==> config.mk <==
export PLATFORM = sky130hd
export DESIGN_NAME = pipe_stage_arbiter
export DESIGN_NICKNAME = d
export VERILOG_FILES = /design/src/rtl/pipe_stage_arbiter.sv
export SDC_FILE = /design/constraint.sdc
export NUM_CORES = 1
export LEC_CHECK = 0
export ABC_AREA = 1
export CORE_MARGIN = 2
export CORE_UTILIZATION = 40
export DETAILED_ROUTE_END_ITERATION = 10
export PLACE_DENSITY = 0.67
export RECOVER_POWER = 50
export SLEW_MARGIN = 20
export SYNTH_ARGS = -nofsm -noshare
export SYNTH_HDL_FRONTEND = slang
export SYNTH_SLANG_ARGS = --single-unit
==> constraint.sdc <==
create_clock -name clk -period 3 [get_ports clk]
set_input_delay 0.3 -clock clk [delete_from_list [all_inputs] [get_ports clk]]
set_output_delay 0.3 -clock clk [all_outputs]
set_load 0.01 [all_outputs]
==> src/rtl/pipe_stage_arbiter.sv <==
// pipe_stage_arbiter
//   Round-robin arbiter that shares one asynchronous pipeline stage among
//   N_REQ four-phase req/ack producers. Incoming up_req/dn_ack are brought
//   into the clk domain by 2-flop synchronisers. One requester is selected in
//   IDLE, its token is registered onto dn_data, and the full 4-phase cycle
//   completes on both sides before the next arbitration.
//
//   Optional feature macro: ARB_TIMEOUT_EN (downstream-wait watchdog).
//
// Ports
//   clk          in   clock, rising edge
//   rst          in   asynchronous active-high reset
//   up_req       in   [N_REQ]         per-requester 4-phase request (async)
//   up_data      in   [N_REQ*DATA_W]  requester i token at [i*DATA_W +: DATA_W]
//   up_ack       out  [N_REQ]         per-requester acknowledge
//   dn_req       out                  request to shared stage
//   dn_data      out  [DATA_W]        registered token to shared stage
//   dn_ack       in                   acknowledge from shared stage (async)
//   grant        out  [N_REQ]         one-hot current owner, 0 when idle
//   busy         out                  FSM not in IDLE
//   timeout_err  out                  sticky watchdog flag
//   dbg_state_o  out  [3]             current FSM state encoding
//
// Handshake semantics (both sides, 4-phase return-to-zero):
//   req rises -> ack rises -> req falls -> ack falls. A side only changes its
//   own signal after observing the previous phase of the other side; data is
//   stable from before req rises until ack rises.
module pipe_stage_arbiter #(
  parameter int N_REQ       = 4,
  parameter int DATA_W      = 3,
  parameter int TIMEOUT_CYC = 16
) (
  input  logic                    clk,
  input  logic                    rst,
  input  logic [N_REQ-1:0]        up_req,
  input  logic [N_REQ*DATA_W-1:0] up_data,
  output logic [N_REQ-1:0]        up_ack,
  output logic                    dn_req,
  output logic [DATA_W-1:0]       dn_data,
  input  logic                    dn_ack,
  output logic [N_REQ-1:0]        grant,
  output logic                    busy,
  output logic                    timeout_err,
  output logic [2:0]              dbg_state_o
);

  localparam int IDX_W = $clog2(N_REQ);

  typedef enum logic [2:0] {
    S_IDLE        = 3'd0,
    S_LAUNCH      = 3'd1,
    S_WAIT_DN_ACK = 3'd2,
    S_WAIT_DN_REL = 3'd3,
    S_WAIT_UP_REL = 3'd4
  } state_e;

  state_e              state_q, state_d;
  logic [N_REQ-1:0]    req_meta_q, req_sync_q;
  logic                ack_meta_q, ack_sync_q;
  logic [IDX_W-1:0]    g_q, g_d;
  logic [IDX_W-1:0]    rr_q, rr_d;
  logic                dn_req_q, dn_req_d;
  logic [N_REQ-1:0]    up_ack_q, up_ack_d;
  logic [N_REQ-1:0]    grant_q, grant_d;
  logic [DATA_W-1:0]   dn_data_q, dn_data_d;

  logic                pick_valid;
  logic [IDX_W-1:0]    pick_idx;
  logic [IDX_W-1:0]    cand;

  // 2-flop synchronisers for the asynchronous handshake inputs.
  always_ff @(posedge clk or posedge rst) begin
    if (rst) begin
      req_meta_q <= '0;
      req_sync_q <= '0;
      ack_meta_q <= 1'b0;
      ack_sync_q <= 1'b0;
    end else begin
      req_meta_q <= up_req;
      req_sync_q <= req_meta_q;
      ack_meta_q <= dn_ack;
      ack_sync_q <= ack_meta_q;
    end
  end

  // Round-robin pick: scan from rr_q+N down to rr_q+1 so the last hit, which
  // wins, is the first requester after the previous owner.
  always_comb begin
    pick_valid = 1'b0;
    pick_idx   = '0;
    cand       = '0;
    for (int k = N_REQ; k >= 1; k--) begin
      cand = IDX_W'((int'(rr_q) + k) % N_REQ);
      if (req_sync_q[cand]) begin
        pick_valid = 1'b1;
        pick_idx   = cand;
      end
    end
  end

`ifdef ARB_TIMEOUT_EN
  logic [7:0] cnt_q, cnt_d;
  logic       timeout_q, timeout_d;
  logic       timeout_hit;

  // Hit on the TIMEOUT_CYC-th cycle spent in the current wait state.
  assign timeout_hit = (cnt_q == 8'(TIMEOUT_CYC - 1));
`endif

  always_comb begin
    state_d   = state_q;
    g_d       = g_q;
    rr_d      = rr_q;
    dn_req_d  = dn_req_q;
    up_ack_d  = up_ack_q;
    grant_d   = grant_q;
    dn_data_d = dn_data_q;
`ifdef ARB_TIMEOUT_EN
    timeout_d = timeout_q;
`endif
    case (state_q)
      S_IDLE: begin
        if (pick_valid) begin
          g_d       = pick_idx;
          grant_d   = N_REQ'(1) << pick_idx;
          dn_data_d = up_data[pick_idx*DATA_W +: DATA_W];
          state_d   = S_LAUNCH;
        end
      end
      // One cycle of dn_data set-up before dn_req rises.
      S_LAUNCH: begin
        dn_req_d = 1'b1;
        state_d  = S_WAIT_DN_ACK;
      end
      S_WAIT_DN_ACK: begin
        if (ack_sync_q) begin
          dn_req_d = 1'b0;
          state_d  = S_WAIT_DN_REL;
        end
`ifdef ARB_TIMEOUT_EN
        else if (timeout_hit) begin
          timeout_d = 1'b1;
          dn_req_d  = 1'b0;
          grant_d   = '0;
          rr_d      = g_q;
          state_d   = S_IDLE;
        end
`endif
      end
      S_WAIT_DN_REL: begin
        if (!ack_sync_q) begin
          up_ack_d = N_REQ'(1) << g_q;
          state_d  = S_WAIT_UP_REL;
        end
`ifdef ARB_TIMEOUT_EN
        else if (timeout_hit) begin
          timeout_d = 1'b1;
          dn_req_d  = 1'b0;
          grant_d   = '0;
          rr_d      = g_q;
          state_d   = S_IDLE;
        end
`endif
      end
      // An early-dropped request is only looked at here, so up_ack then
      // stays high for a single cycle.
      S_WAIT_UP_REL: begin
        if (!req_sync_q[g_q]) begin
          up_ack_d = '0;
          grant_d  = '0;
          rr_d     = g_q;
          state_d  = S_IDLE;
        end
      end
      default: begin
        state_d = S_IDLE;
      end
    endcase
  end

`ifdef ARB_TIMEOUT_EN
  always_comb begin
    cnt_d = cnt_q;
    if (state_d != state_q) begin
      cnt_d = '0;
    end else if (state_q == S_WAIT_DN_ACK || state_q == S_WAIT_DN_REL) begin
      cnt_d = cnt_q + 8'd1;
    end
  end

  always_ff @(posedge clk or posedge rst) begin
    if (rst) begin
      cnt_q     <= '0;
      timeout_q <= 1'b0;
    end else begin
      cnt_q     <= cnt_d;
      timeout_q <= timeout_d;
    end
  end

  assign timeout_err = timeout_q;
`else
  assign timeout_err = 1'b0;
`endif

  always_ff @(posedge clk or posedge rst) begin
    if (rst) begin
      state_q   <= S_IDLE;
      g_q       <= '0;
      rr_q      <= IDX_W'(N_REQ - 1);
      dn_req_q  <= 1'b0;
      up_ack_q  <= '0;
      grant_q   <= '0;
      dn_data_q <= '0;
    end else begin
      state_q   <= state_d;
      g_q       <= g_d;
      rr_q      <= rr_d;
      dn_req_q  <= dn_req_d;
      up_ack_q  <= up_ack_d;
      grant_q   <= grant_d;
      dn_data_q <= dn_data_d;
    end
  end

  assign up_ack      = up_ack_q;
  assign dn_req      = dn_req_q;
  assign dn_data     = dn_data_q;
  assign grant       = grant_q;
  assign busy        = (state_q != S_IDLE);
  assign dbg_state_o = state_q;

endmodule

* After elaboration in Yosys (flattened, before gate mapping)
Index checks and enable logic that the tools add are counted.
** Word-level totals
- Flip-flop bits (word level) :: 29
- Bits of input ports :: 19
- Output and inout port bits :: 17
** Cells by class
- Add/subtract/negate cells :: 4
- Multipliers :: 1
- Order comparisons :: 5
- Eq/ne operators :: 8
- Shift-type cells :: 3
- Mux-type cells :: 30
- Bitwise operators :: 1
- Reductions and logical operators :: 11
** Operator list (count)
- one-hot mux 4 bit (2 select lines) :: 2
- < comparator 2 x 3 -> 1 bit, second input constant :: 5
- one-hot mux 3 bit (5 select lines) :: 1
- two-way mux 3 bit :: 4
- two-way mux 4 bit :: 3
- indexed part select 12 x 5 -> 3 bit :: 1
- binary-select mux 1 bit (select 2 bit) :: 5
- two-way mux 1 bit :: 10
- two-way mux 2 bit :: 4
- != test 2 bit, second input constant :: 4
- left shift 1 x 2 -> 4 bit, first input constant :: 2
- equality test 3 x 2 -> 1 bit, second input constant :: 2
- AND reduction 2 bit :: 3
- AND reduction 3 bit :: 2
- nonzero test 2 bit :: 3
- adder 2 x 1 -> 2 bit, second input constant :: 2
- adder 2 bit, second input constant :: 2
- multiplier 2 x 2 -> 4 bit, second input constant :: 1
- AND reduction 4 bit :: 1
- equality test 3 x 1 -> 1 bit, second input constant :: 1
- equality test 3 bit, second input constant :: 1
- logical NOT 3 bit :: 1
- nonzero test 3 bit :: 1
- one-hot mux 1 bit (2 select lines) :: 1
- NOT 1 bit :: 1

* Depth between registers and ports, before layout
- Depth in word-level cells :: 10
- Depth in mapped cells :: 16
- Gate-level depth less buffers :: 15

* Worst setup path after synthesis
OpenSTA, ideal clock, no wires.
- Path kind :: register to register
- Start :: register rr_q[0]
- End :: register dn_data_q[0] (netlist: dn_data[0])
- Library setup time :: 0.117 ns
- Data arrival time :: 1.513 ns
- Required time :: 2.883 ns
- Slack :: 1.371 ns
- Cell stages (with the launch flop) :: 14
- Path through :: dfstp_2 -> buf_6 -> inv_8 -> nand2_2 -> nand2_1 -> and2_4 -> nor2_4 -> nand3_4 -> nand2_8 -> nand2_1 -> nand3_1 -> nand2_1 -> nand2_1 -> nand2_1
** Between the ends
- Cells in the longest elaborated chain, start to end :: 9
** RTL lines
- from (decl) :: line 61 : logic [IDX_W-1:0] rr_q, rr_d;
- from (signal assigned) :: line 210 : rr_q <= IDX_W'(N_REQ - 1);
- from (signal assigned) :: line 218 : rr_q <= rr_d;
- adder 2 x 1 -> 2 bit :: line 93 : cand = IDX_W'((int'(rr_q) + k) % N_REQ);
- binary-select mux 1 bit (select 2 bit) :: line 94 : if (req_sync_q[cand]) begin
- two-way mux 1 bit (not written as such) :: line 94
- two-way mux 2 bit (4 in series) :: line 94
- multiplier 2 x 2 -> 4 bit :: line 126 : dn_data_d = up_data[pick_idx*DATA_W +: DATA_W];
- indexed part select 12 x 5 -> 3 bit :: line 126
- to (signal assigned) :: line 222 : dn_data_q <= dn_data_d;
- to (decl) :: line 65 : logic [DATA_W-1:0] dn_data_q, dn_data_d;
Several ways; a longest one is shown, not always the timed one. The select of a mux whose other input is x is not followed.
A chain may end at the register's enable or synchronous reset.

* Final worst setup path
- Start :: register state_q[2] (netlist: dbg_state_o[2])
- End :: output port busy
** Between the ends
- Cells in the longest elaborated chain, start to end :: 1
** RTL lines
- from (decl) :: line 57 : state_e state_q, state_d;
- from (signal assigned) :: line 216 : state_q <= state_d;
- nonzero test 3 bit :: line 230 : assign busy = (state_q != S_IDLE);
- to (decl) :: line 42 : output logic busy,
No other way between the ends.

==> flow_summary_export.csv <==
group,metric,value,unit
worst_setup_path,r2r_start,"rr_q[0]",
global_routing,grt_max_degree,30,
synthesis,postSynthCellCount,187,
floorplanning,core_region_area,3633,um2
route,vias_per_cell,4.717,
worst_setup_path,start_kind,"register",
synthesis,synth_seq_cells,29,
worst_setup_path,reg2reg_depth,9,
synthesis,yosysSeqAreaShare,48.46,%
synthesis,synth_top_area_cell,"dfrtp_1",
global_routing,gr-total-overflow,0,
worst_setup_path,cp-end-kind,"output pin",
global_routing,grt_pass1_wl,4.843,mm
cts,cts_hold_buf,0,
timing,finalSetupViolCount,0,
synthesis,syn_nets,206,
synthesis,synth_xor_area_share,0,%
synthesis,yosys-top-cells-area,"dfrtp_1 (45%), nand2_1 (15%), nand3_1 (7.7%)",
cts,cts_buffer_depth,2,
timing,worstMarginPinSlew,1.439,ns
timing,max_freq,509.5,MHz
worst_setup_path,r2r_setup_slack,1.18,ns
global_routing,grt_pass1_vias,1116,
timing,post-route-period-util,65.42,%
flow_run,maxCapViolCount,0,
timing,fin_setup_tns,0,ns
timing,rsz0062_at_grt,"false",
worst_hold_path,whs_path_depth,0,
final_layout,n_antenna_cell,0,
cts,cts-root-buf,"clkbuf_8",
synthesis,synth_area_per_cell,8.036,um2
final_layout,finalInstanceArea,1996,um2
place,dpl_cell_area,1892,um2
route,first_pass_iters,5,
cts,postCtsSetupRepairBufs,0,
cts,post_cts_resize_count,0,
final_layout,post-route-util,54.92,%
worst_setup_path,arrival,1.66,ns
cts,numCtsBuffers,5,
timing,finalClockSkew,0.004550,ns
route,drcViolationCount,0,
cts,htreeDepth,2,
worst_setup_path,crit_fanout,5,
place,globalplace.congestion,0.7943,
synthesis,synth-compound-area-share,7.827,%
synthesis,synth_fa_ha_area_share,0,%
floorplanning,ioPinCount,36,
floorplanning,die_area,4263,um2
synthesis,ys_types,27,
route,routed-via-count,1302,
cts,path_clk_slew,0.06,ns
worst_hold_path,hold_path_class,"reg -> reg",
route,drt_wl_total,2.887,mm
worst_setup_path,r2r_end,"grant[0]",
timing,period_minus_slack,1.963,ns
worst_hold_path,min_to,"ack_sync_q",
floorplanning,rows,22,
worst_setup_path,crit_required,2.70,ns
synthesis,synth_top_family_by_area,"simple AND/OR/NAND/NOR gates",
place,io_buffers,34,
timing,hold_violations,0,
route,drtIter0Drc,64,
power,ir_worst_vdd,0.0006165,V
final_layout,fin_nets,246,
floorplanning,start_util,41.36,%
floorplanning,die_h,65.29,um
synthesis,synthSimpleGateAreaFrac,35.22,%
route,ant_nets,0,
floorplanning,die_w,65.29,um
timing,drv_slew,0,
power,p_leak,0.9906,nW
synthesis,yosys_warnings,0,
synthesis,syn-cell-area,1503,um2
timing,slew_headroom,4.066,%
status,status,"complete, no violations",
worst_hold_path,worstHoldStart,"ack_meta_q",
synthesis,yosysTopAreaCellShare,44.96,%
final_layout,area_delta_synth_final,32.81,%
power,powerDensity,1095,nW/um2
route,routedWlPerCell,10.46,um
global_routing,grt_usage,15.03,%
timing,fin_ws,1.037,ns
cts,cts.sinks,29,
place,post-dp-hpwl,2.256,mm
cts,insertion_delay,0.28,ns
timing,hold-worst-slack,0.3482,ns
place,pre_cts_ws,1.185,ns
final_layout,drive_gt1_share,14.47,%
worst_setup_path,worstSetupPathType,"reg -> out",
cts,cts_tree,"done",
synthesis,synthMuxAreaShare,0,%
global_routing,antenna_found_initial,0,
[critical path, stage by stage, from the launching register on]
cell and delay [ns]:
dfrtp_1 0.42, nor2_1 0.16, inv_1 0.09, nor2_1 0.16, inv_1 0.09, clkdlybuf4s50_1 0.48
[registers in the layout, indices dropped and copies added (netlist names)]
register     cells
dn_req           1
ack_meta_q       1
ack_sync_q       1
grant            4
g_q              2
up_ack           4
dbg_state_o      3
req_meta_q       4
req_sync_q       4
rr_q             2
dn_data          3
[cells in the final DEF, fill, tap and decap left out, drive strengths merged, types with 2 or more instances in the layout]
cell type,instances
nor2,6
dfrtp,27
o31ai,2
dlygate4sd3,6
inv,26
dfstp,2
clkbuf,7
nand2,76
o21ai,13
nand3,24
clkdlybuf4s50,28
[synthesized netlist by cell type, drive strengths merged]
cell / instances
nand2: 76
dfrtp: 27
inv: 26
nand3: 24
o21ai: 13
nor2: 6
buf: 2
dfstp: 2
o31ai: 2
a21oi: 1
a22oi: 1
and2: 1
conb: 1
nor3: 1
o211ai: 1
o21a: 1
o22ai: 1
or2: 1
[worst max-delay path by stage]
stage,slack [ns],depth (start not counted),endpoint,startpoint
detailed placement,1.19,15,dn_data[1],rr_q[0]
CTS,1.01,5,busy,dbg_state_o[2]
finish,1.04,5,busy,dbg_state_o[2]
global route,0.81,3,up_ack[0],rst
floorplan,1.37,13,dn_data[0],rr_q[0]
global placement,1.19,11,dn_data[1],rr_q[0]
[layout make-up]
cell class,instances,area [um2]
Fill cell,348,1638
Inverter,26,105.1
Sequential cell,29,728.2
Timing Repair Buffer,35,344.1
Multi-Input combinational cell,130,650.6
Clock inverter,2,35.03
Clock buffer,6,72.57
Tap cell,48,60.06
[metrics by stage]
stage	cells	total power, W
2_1_floorplan	187	0.001465
3_3_place_gp	268	0.001810
3_5_place_dp	268	0.001815
4_1_cts	276	0.002209
5_1_grt	276	0.002390
6_report	276	0.002185
[power by group]
group          total, W  switching [W]  leakage (nW)  internal, W
registers      0.000628       0.000109         0.351     0.000519
logic           0.00117       0.000693         0.584     0.000478
clock network  0.000386       0.000140        0.0552     0.000246
[logic make-up (layout without fill, tap and decap cells)]
kind of cell,after synthesis,count (layout)
compound gates,20,20
buf+inv,28,69
flops,29,29
other cells,1,1
simple gates,109,109
[metal layers]
metal  vias to the layer above  GRT usage [%]  routed length, um
li1                        673              -                  -
met1                       591          19.82               1367
met2                        31          22.32               1309
met3                         7          5.479                154
met4                         0          6.250                 55
met5                         -              0                  0
Note: power is estimated with default switching activity, not from simulation.
